<file path="config.mk">
export PLATFORM = sky130hd
export DESIGN_NAME = tl_resp_demux
export DESIGN_NICKNAME = d
export VERILOG_FILES = /design/src/rtl/tl_resp_demux_pkg.sv /design/src/rtl/tl_pipe_reg.sv /design/src/rtl/tl_resp_demux.sv
export SDC_FILE = /design/constraint.sdc
export NUM_CORES = 1
export LEC_CHECK = 0
export BUFFER_PORTS_ARGS = -buffer_cell sky130_fd_sc_hd__clkbuf_2
export CAP_MARGIN = 40
export CORE_UTILIZATION = 29
export DETAILED_ROUTE_END_ITERATION = 8
export SYNTH_ARGS = -nofsm -noshare
export SYNTH_HDL_FRONTEND = slang
export SYNTH_SLANG_ARGS = --single-unit
</file>
<file path="constraint.sdc">
create_clock -name clock -period 7.82 [get_ports clock]
set_input_delay 1.564 -clock clock [delete_from_list [all_inputs] [get_ports clock]]
set_output_delay 1.564 -clock clock [all_outputs]
set_load 0.01 [all_outputs]
</file>
<file path="src/rtl/tl_resp_demux_pkg.sv">
// rtl/tl_resp_demux_pkg.sv - shared TileLink opcodes, sizes and beat-count helper
package tl_resp_demux_pkg;

    localparam logic [2:0] ACCESS_ACK      = 3'd0;
    localparam logic [2:0] ACCESS_ACK_DATA = 3'd1;
    localparam logic [2:0] GET             = 3'd4;

    localparam logic [31:0] IFETCH_SIZE = 32'h20;
    localparam logic [31:0] DPORT_SIZE  = 32'h10;

    typedef enum logic {
        IDLE  = 1'b0,
        BURST = 1'b1
    } state_t;

    // Beats of a 32-bit data bus; 0 flags a size below one word or not a power of two.
    function automatic logic [31:0] beats_of(input logic [31:0] size);
        if (size < 32'd4 || (size & (size - 32'd1)) != 32'd0) begin
            return 32'd0;
        end
        return size >> 2;
    endfunction

endpackage

</file>
<file path="src/rtl/tl_pipe_reg.sv">
// rtl/tl_pipe_reg.sv - single-entry valid/ready register, accepts a new entry while draining
module tl_pipe_reg #(
    parameter int W = 8
) (
    input  logic         clock,
    input  logic         reset,
    input  logic         in_valid,
    output logic         in_ready,
    input  logic [W-1:0] in_data,
    output logic         out_valid,
    input  logic         out_ready,
    output logic [W-1:0] out_data
);

    logic         full;
    logic [W-1:0] data_q;

    assign in_ready  = !full || out_ready;
    assign out_valid = full;
    assign out_data  = data_q;

    always_ff @(posedge clock) begin
        if (reset) begin
            full   <= 1'b0;
            data_q <= '0;
        end else if (in_valid && in_ready) begin
            full   <= 1'b1;
            data_q <= in_data;
        end else if (out_ready) begin
            full   <= 1'b0;
        end
    end

endmodule

</file>
<file path="src/rtl/tl_resp_demux.sv">
// rtl/tl_resp_demux.sv - D-channel response demux to two masters with burst completion tracking
module tl_resp_demux
    import tl_resp_demux_pkg::*;
#(
    parameter int DATA_W    = 32,
    parameter int MAX_BEATS = 16
) (
    input  logic              clock,
    input  logic              reset,
    output logic              io_in_ready,
    input  logic              io_in_valid,
    input  logic [2:0]        io_in_bits_opcode,
    input  logic [31:0]       io_in_bits_size,
    input  logic              io_in_bits_source,
    input  logic [DATA_W-1:0] io_in_bits_data,
    input  logic              io_out_0_ready,
    output logic              io_out_0_valid,
    output logic [2:0]        io_out_0_bits_opcode,
    output logic [DATA_W-1:0] io_out_0_bits_data,
    input  logic              io_out_1_ready,
    output logic              io_out_1_valid,
    output logic [2:0]        io_out_1_bits_opcode,
    output logic [DATA_W-1:0] io_out_1_bits_data,
    output logic              io_busy,
    output logic              io_done,
    output logic              io_doneSource,
    output logic              io_err
);

    localparam int CNT_W = $clog2(MAX_BEATS + 1);
    localparam int PAY_W = DATA_W + 5;

    state_t             state, state_n;
    logic               lock_src, lock_src_n;
    logic [CNT_W-1:0]   remaining, remaining_n;
    logic               err, err_n;

    logic               accept, route_src, beat_last, bad_beat;
    logic [31:0]        beats, data_beats;
    logic               full, sel_ready, reg_last, reg_src;
    logic [2:0]         reg_op;
    logic [DATA_W-1:0]  reg_data;
    logic [PAY_W-1:0]   pay_in, pay_out;

    assign data_beats = beats_of(io_in_bits_size);

    always_comb begin
        beats    = 32'd1;
        bad_beat = 1'b0;
        case (io_in_bits_opcode)
            ACCESS_ACK: begin
                beats = 32'd1;
            end
            ACCESS_ACK_DATA: begin
                if (data_beats == 32'd0 || data_beats > 32'(MAX_BEATS)) begin
                    bad_beat = 1'b1;
                end else begin
                    beats = data_beats;
                end
            end
            default: bad_beat = 1'b1;
        endcase
    end

    assign accept    = io_in_valid && io_in_ready;
    assign route_src = (state == IDLE) ? io_in_bits_source : lock_src;

    always_comb begin
        state_n     = state;
        lock_src_n  = lock_src;
        remaining_n = remaining;
        err_n       = err;
        beat_last   = 1'b0;
        if (accept) begin
            if (state == IDLE) begin
                lock_src_n  = io_in_bits_source;
                remaining_n = CNT_W'(beats - 32'd1);
                beat_last   = (beats == 32'd1);
                state_n     = beat_last ? IDLE : BURST;
                if (bad_beat) err_n = 1'b1;
            end else begin
                remaining_n = remaining - CNT_W'(1);
                beat_last   = (remaining_n == '0);
                if (beat_last) state_n = IDLE;
                // Stray-source beats stay on the locked master so the burst count stays coherent.
                if (io_in_bits_source != lock_src) err_n = 1'b1;
            end
        end
    end

    always_ff @(posedge clock) begin
        if (reset) begin
            state     <= IDLE;
            lock_src  <= 1'b0;
            remaining <= '0;
            err       <= 1'b0;
        end else begin
            state     <= state_n;
            lock_src  <= lock_src_n;
            remaining <= remaining_n;
            err       <= err_n;
        end
    end

    assign pay_in = {beat_last, route_src, io_in_bits_opcode, io_in_bits_data};
    assign {reg_last, reg_src, reg_op, reg_data} = pay_out;
    assign sel_ready = reg_src ? io_out_1_ready : io_out_0_ready;

    tl_pipe_reg #(.W(PAY_W)) u_out_reg (
        .clock     (clock),
        .reset     (reset),
        .in_valid  (io_in_valid),
        .in_ready  (io_in_ready),
        .in_data   (pay_in),
        .out_valid (full),
        .out_ready (sel_ready),
        .out_data  (pay_out)
    );

    assign io_out_0_valid       = full && !reg_src;
    assign io_out_0_bits_opcode = io_out_0_valid ? reg_op : 3'd0;
    assign io_out_0_bits_data   = io_out_0_valid ? reg_data : '0;
    assign io_out_1_valid       = full && reg_src;
    assign io_out_1_bits_opcode = io_out_1_valid ? reg_op : 3'd0;
    assign io_out_1_bits_data   = io_out_1_valid ? reg_data : '0;

    assign io_busy       = (state == BURST) || full;
    assign io_done       = full && sel_ready && reg_last;
    assign io_doneSource = reg_src;
    assign io_err        = err;

endmodule

</file>
==> Implementation_results.wiki <==
{| class="wikitable"
! Metric !! Value
|-
| Number of flops mapped to enable cells by yosys || 0
|-
| Final setup skew || 0.00800 ns
|-
| Clock latency at the later pin of the worst-skew pair || 0.30 ns
|-
| Y dimension of the die || 103 um
|-
| Maximum resistive drop on vdd || 0.0609 mV
|-
| Relative area change from synthesis to final layout || 32.6%
|-
| Total GRT Usage || 0.156
|-
| CORE AREA || 0.00982 mm^2
|-
| Number of vias after detailed routing || 3394
|-
| Nets in the synthesized netlist || 486
|-
| Count of cells resized by post-cts repair || 0
|-
| Cell area after synthesis || 0.00296 mm^2
|-
| Share of synthesized area occupied by flip-flops and latches || 0.304
|-
| Floorplan die area || 0.0106 mm^2
|-
| Wire length of the first global-routing pass || 13300 um
|-
| Status || finished, final reports clean
|-
| Power Total || 0.000500 W
|-
| Critical-path cell with the highest stage delay || sky130_fd_sc_hd__or4b_2
|-
| Number of max-capacitance violations reported || 0
|-
| Part of the cycle the worst path needs || 0.640
|-
| Placed Instances || 668
|-
| Share of flip-flops with an asynchronous set or reset after synthesis || 0
|-
| Slew at the pin with the worst max-slew slack || 0.737 ns
|-
| Largest delay contributor family on the critical path || simple AND/OR/NAND/NOR gates
|-
| DPL Wire Length || 6800 um
|-
| Layout cell share with drive strength beyond 1 || 0.323
|-
| Max Transition Viols Final || 0
|-
| CTS H-tree lvls || 2
|-
| Number of buffers inserted by hold repair at cts || 0
|-
| Critical R2R Capture || u_out_reg.out_data[14]
|-
| Launching point of the worst reg2reg path || u_out_reg.out_data[35]
|-
| Post-Layout Inst Area || 0.00393 mm^2
|-
| Wire length after detailed routing || 8830 um
|-
| Gr ovfl total || 0
|-
| Buffers on Ports || 149
|-
| Setup TNS after final layout || 0 ns
|-
| Type of element capturing the critical path || flip-flop
|-
| Commonest non-fill, non-tap cell in the layout || sky130_fd_sc_hd__clkbuf_2
|-
| Number of distinct library cell variants in the gate-level netlist after synthesis || 58
|-
| Biggest fanout along the worst timing path || 7
|-
| Syn. warnings || 0
|-
| Largest stage delay on the critical path || 0.59 ns
|-
| Vias in the first global route || 2859
|-
| CTS sink count || 45
|-
| Highest Clock Rate || 0.200 GHz
|-
| CTS tree || yes
|-
| Clock tree root buffer cell || sky130_fd_sc_hd__clkbuf_8
|-
| Count of standard-cell rows || 36
|-
| Detailed-routing iteration count for the pre-antenna-repair pass || 5
|-
| Final-report hold violation count || 0
|-
| Top library cells by usage in the layout, fill and taps aside || 149 x sky130_fd_sc_hd__clkbuf_2, 82 x sky130_fd_sc_hd__nand2_1, 47 x sky130_fd_sc_hd__a21oi_1
|-
| Ant diodes || 0
|-
| Global placer's final weighted congestion || 0.852
|-
| Capturing instance or port of the critical path || remaining[2]
|-
| PD cells || 127 mW/mm^2
|-
| Startpoint of the most critical setup path || io_in_bits_size[8]
|-
| Clock-pin slew on the worst setup and hold paths || 0.08 ns
|-
| Via-to-Cell Ratio || 5.03
|-
| Largest net degree at the start of global routing || 41
|-
| Buffers inserted by post-CTS timing repair || 0
|-
| Endpoint required time on the critical path || 8.06 ns
|-
| Finished Layout Cells || 675
|-
| Most instantiated flip-flop cell in the synthesis netlist || sky130_fd_sc_hd__dfxtp_1
|-
| Number of antenna violations at the first check in global routing || 0
|-
| Wire length per cell || 13.1 um
|-
| Post-route worst hold slack || 0.467 ns
|-
| Kind of start point of the critical path || primary input
|-
| Data arrival time of the worst path || 5.25 ns
|-
| Number of cell instances on the worst register-to-register path || 7
|-
| Register-to-Register Setup Slack || 5.36 ns
|-
| Number of top-level design ports || 150
|-
| Final setup viols || 0
|-
| Cell leakage power || 1.88 nW
|-
| Area after detailed placement || 0.00384 mm^2
|-
| Number of DRC violations after detailed-routing iteration 0 || 109
|-
| Synth Register Bits || 45
|-
| Class of the tightest hold or removal check || flip-flop to flip-flop
|-
| Effective utilization at floorplan || 0.302
|-
| Die width || 103 um
|-
| Max Root-Sink Buffers || 2
|-
| Number of nets in the layout || 619
|-
| Relative slew slack || 0.507
|-
| Post-route DRC violation count || 0
|-
| Final Critical Period || 5.01 ns
|-
| Sequence of cells on the critical path || clkbuf_2, nor3_1, nand4b_1, o32a_1, nor3_1, nand4b_1, or4_4, or3_1, inv_1, ha_1, or4b_2, o21a_1, nand2_1
|-
| Cells after synthesis || 409
|-
| Total CTS buffers || 5
|-
| Critical Path Stages || 13
|-
| Critical path buffers and inverters || 2
|-
| Unrepaired setup endpoints after global routing || no
|-
| Routed Antenna Nets || 0
|-
| Mean post-synth cell area || 7.25 um^2
|-
| Startpoint-to-endpoint class of the critical path || primary input to flip-flop
|}
-- state kept, by name, indices dropped and copies added (netlist names) --
register	count
u_out_reg.out_data	37
remaining	5
io_err	1
u_out_reg.out_valid	1
state	1
-- logic make-up (layout without fill, tap and decap cells) --
logic type,Yosys count,in the layout,synth area share
AND/OR/NAND/NOR,235,235,0.437
AO/OA/AOI/OAI,80,80,0.165
flip-flops,45,45,0.304
buffers and inverters,35,168,0.0447
adder cells (fa/ha/maj),7,7,0.0270
multiplexers,4,4,0.0135
XOR/XNOR,3,3,0.00887
-- worst reg2reg max path, stage by stage (launching register included) --
cell,delay [ns]
sky130_fd_sc_hd__dfxtp_1,0.37
sky130_fd_sc_hd__buf_4,0.35
sky130_fd_sc_hd__mux2i_1,0.31
sky130_fd_sc_hd__nand2_1,0.14
sky130_fd_sc_hd__nand2_1,0.58
sky130_fd_sc_hd__buf_4,0.39
sky130_fd_sc_hd__nand2_1,0.10
sky130_fd_sc_hd__a21oi_1,0.13
-- stage by stage --
step	setup WS, ns	utilization
2_1_floorplan	2.91	-
3_3_place_gp	2.63	0.387
3_5_place_dp	2.54	0.391
4_1_cts	2.85	0.400
5_1_grt	2.58	0.400
6_report	2.81	0.400
-- synth_stat cells, drive strengths merged, types with 2 or more instances --
cell type	count	area, um^2
clkbuf	27	101
a311oi	2	17.5
a211oi	3	22.5
maj3	3	30.0
xor2	2	17.5
o21ai	5	25.0
nand4b	4	35.0
nand2	83	314
a21oi	47	235
or4	8	71.3
nand4	5	31.3
and3	35	219
ha	4	50.1
nor4	4	25.0
mux2i	4	40.0
nor4b	3	41.3
o211ai	2	15.0
dfxtp	45	901
nand3	4	20.0
a2111oi	3	26.3
or2	3	18.8
or3	7	43.8
nand2b	2	12.5
nor2	19	71.3
or4b	3	30.0
o31ai	4	30.0
o22ai	2	12.5
and2	38	238
nand3b	2	15.0
inv	6	22.5
buf	2	8.75
nor3b	2	26.3
nor3	8	40.0
-- how the worst min path moves through the flow --
stage | startpoint | endpoint | slack, ns | cells past startpoint
finish | u_out_reg.out_data[15] | u_out_reg.out_data[15] | 0.47 | 2
global route | u_out_reg.out_data[24] | u_out_reg.out_data[24] | 0.49 | 2
CTS | u_out_reg.out_data[23] | u_out_reg.out_data[23] | 0.47 | 2
detailed placement | u_out_reg.out_data[23] | u_out_reg.out_data[23] | 0.46 | 2
global placement | u_out_reg.out_data[9] | u_out_reg.out_data[9] | 0.45 | 2
floorplan | u_out_reg.out_data[10] | u_out_reg.out_data[10] | 0.44 | 2
-- per-layer routing --
metal  GRT usage  part of all wire  up-vias
met5           0                 0        -
met4      0.0358            0.0088        0
met3      0.0353             0.083       10
met2       0.275              0.45      144
met1       0.192              0.46     1525
li1            -                 -     1715
-- layout make-up --
| class | count | area [um^2] |
|---|---|---|
| clock inverter | 1 | 7.51 |
| fill | 1057 | 5890 |
| timing repair buffer | 155 | 818 |
| inverter | 6 | 22.5 |
| tap | 133 | 166 |
| clock buffer | 6 | 82.6 |
| multi-input combinational | 329 | 1930 |
| sequential | 45 | 901 |
-- power by group --
part | switching (W) | internal, W | leakage (nW)
clock network | 0.0000782 | 0.0000699 | 0.0433
registers | 0.00000806 | 0.000242 | 0.370
logic | 0.0000601 | 0.0000422 | 1.46
total | 0.000146 | 0.000354 | 1.88
(Power assumes the default switching activity.)
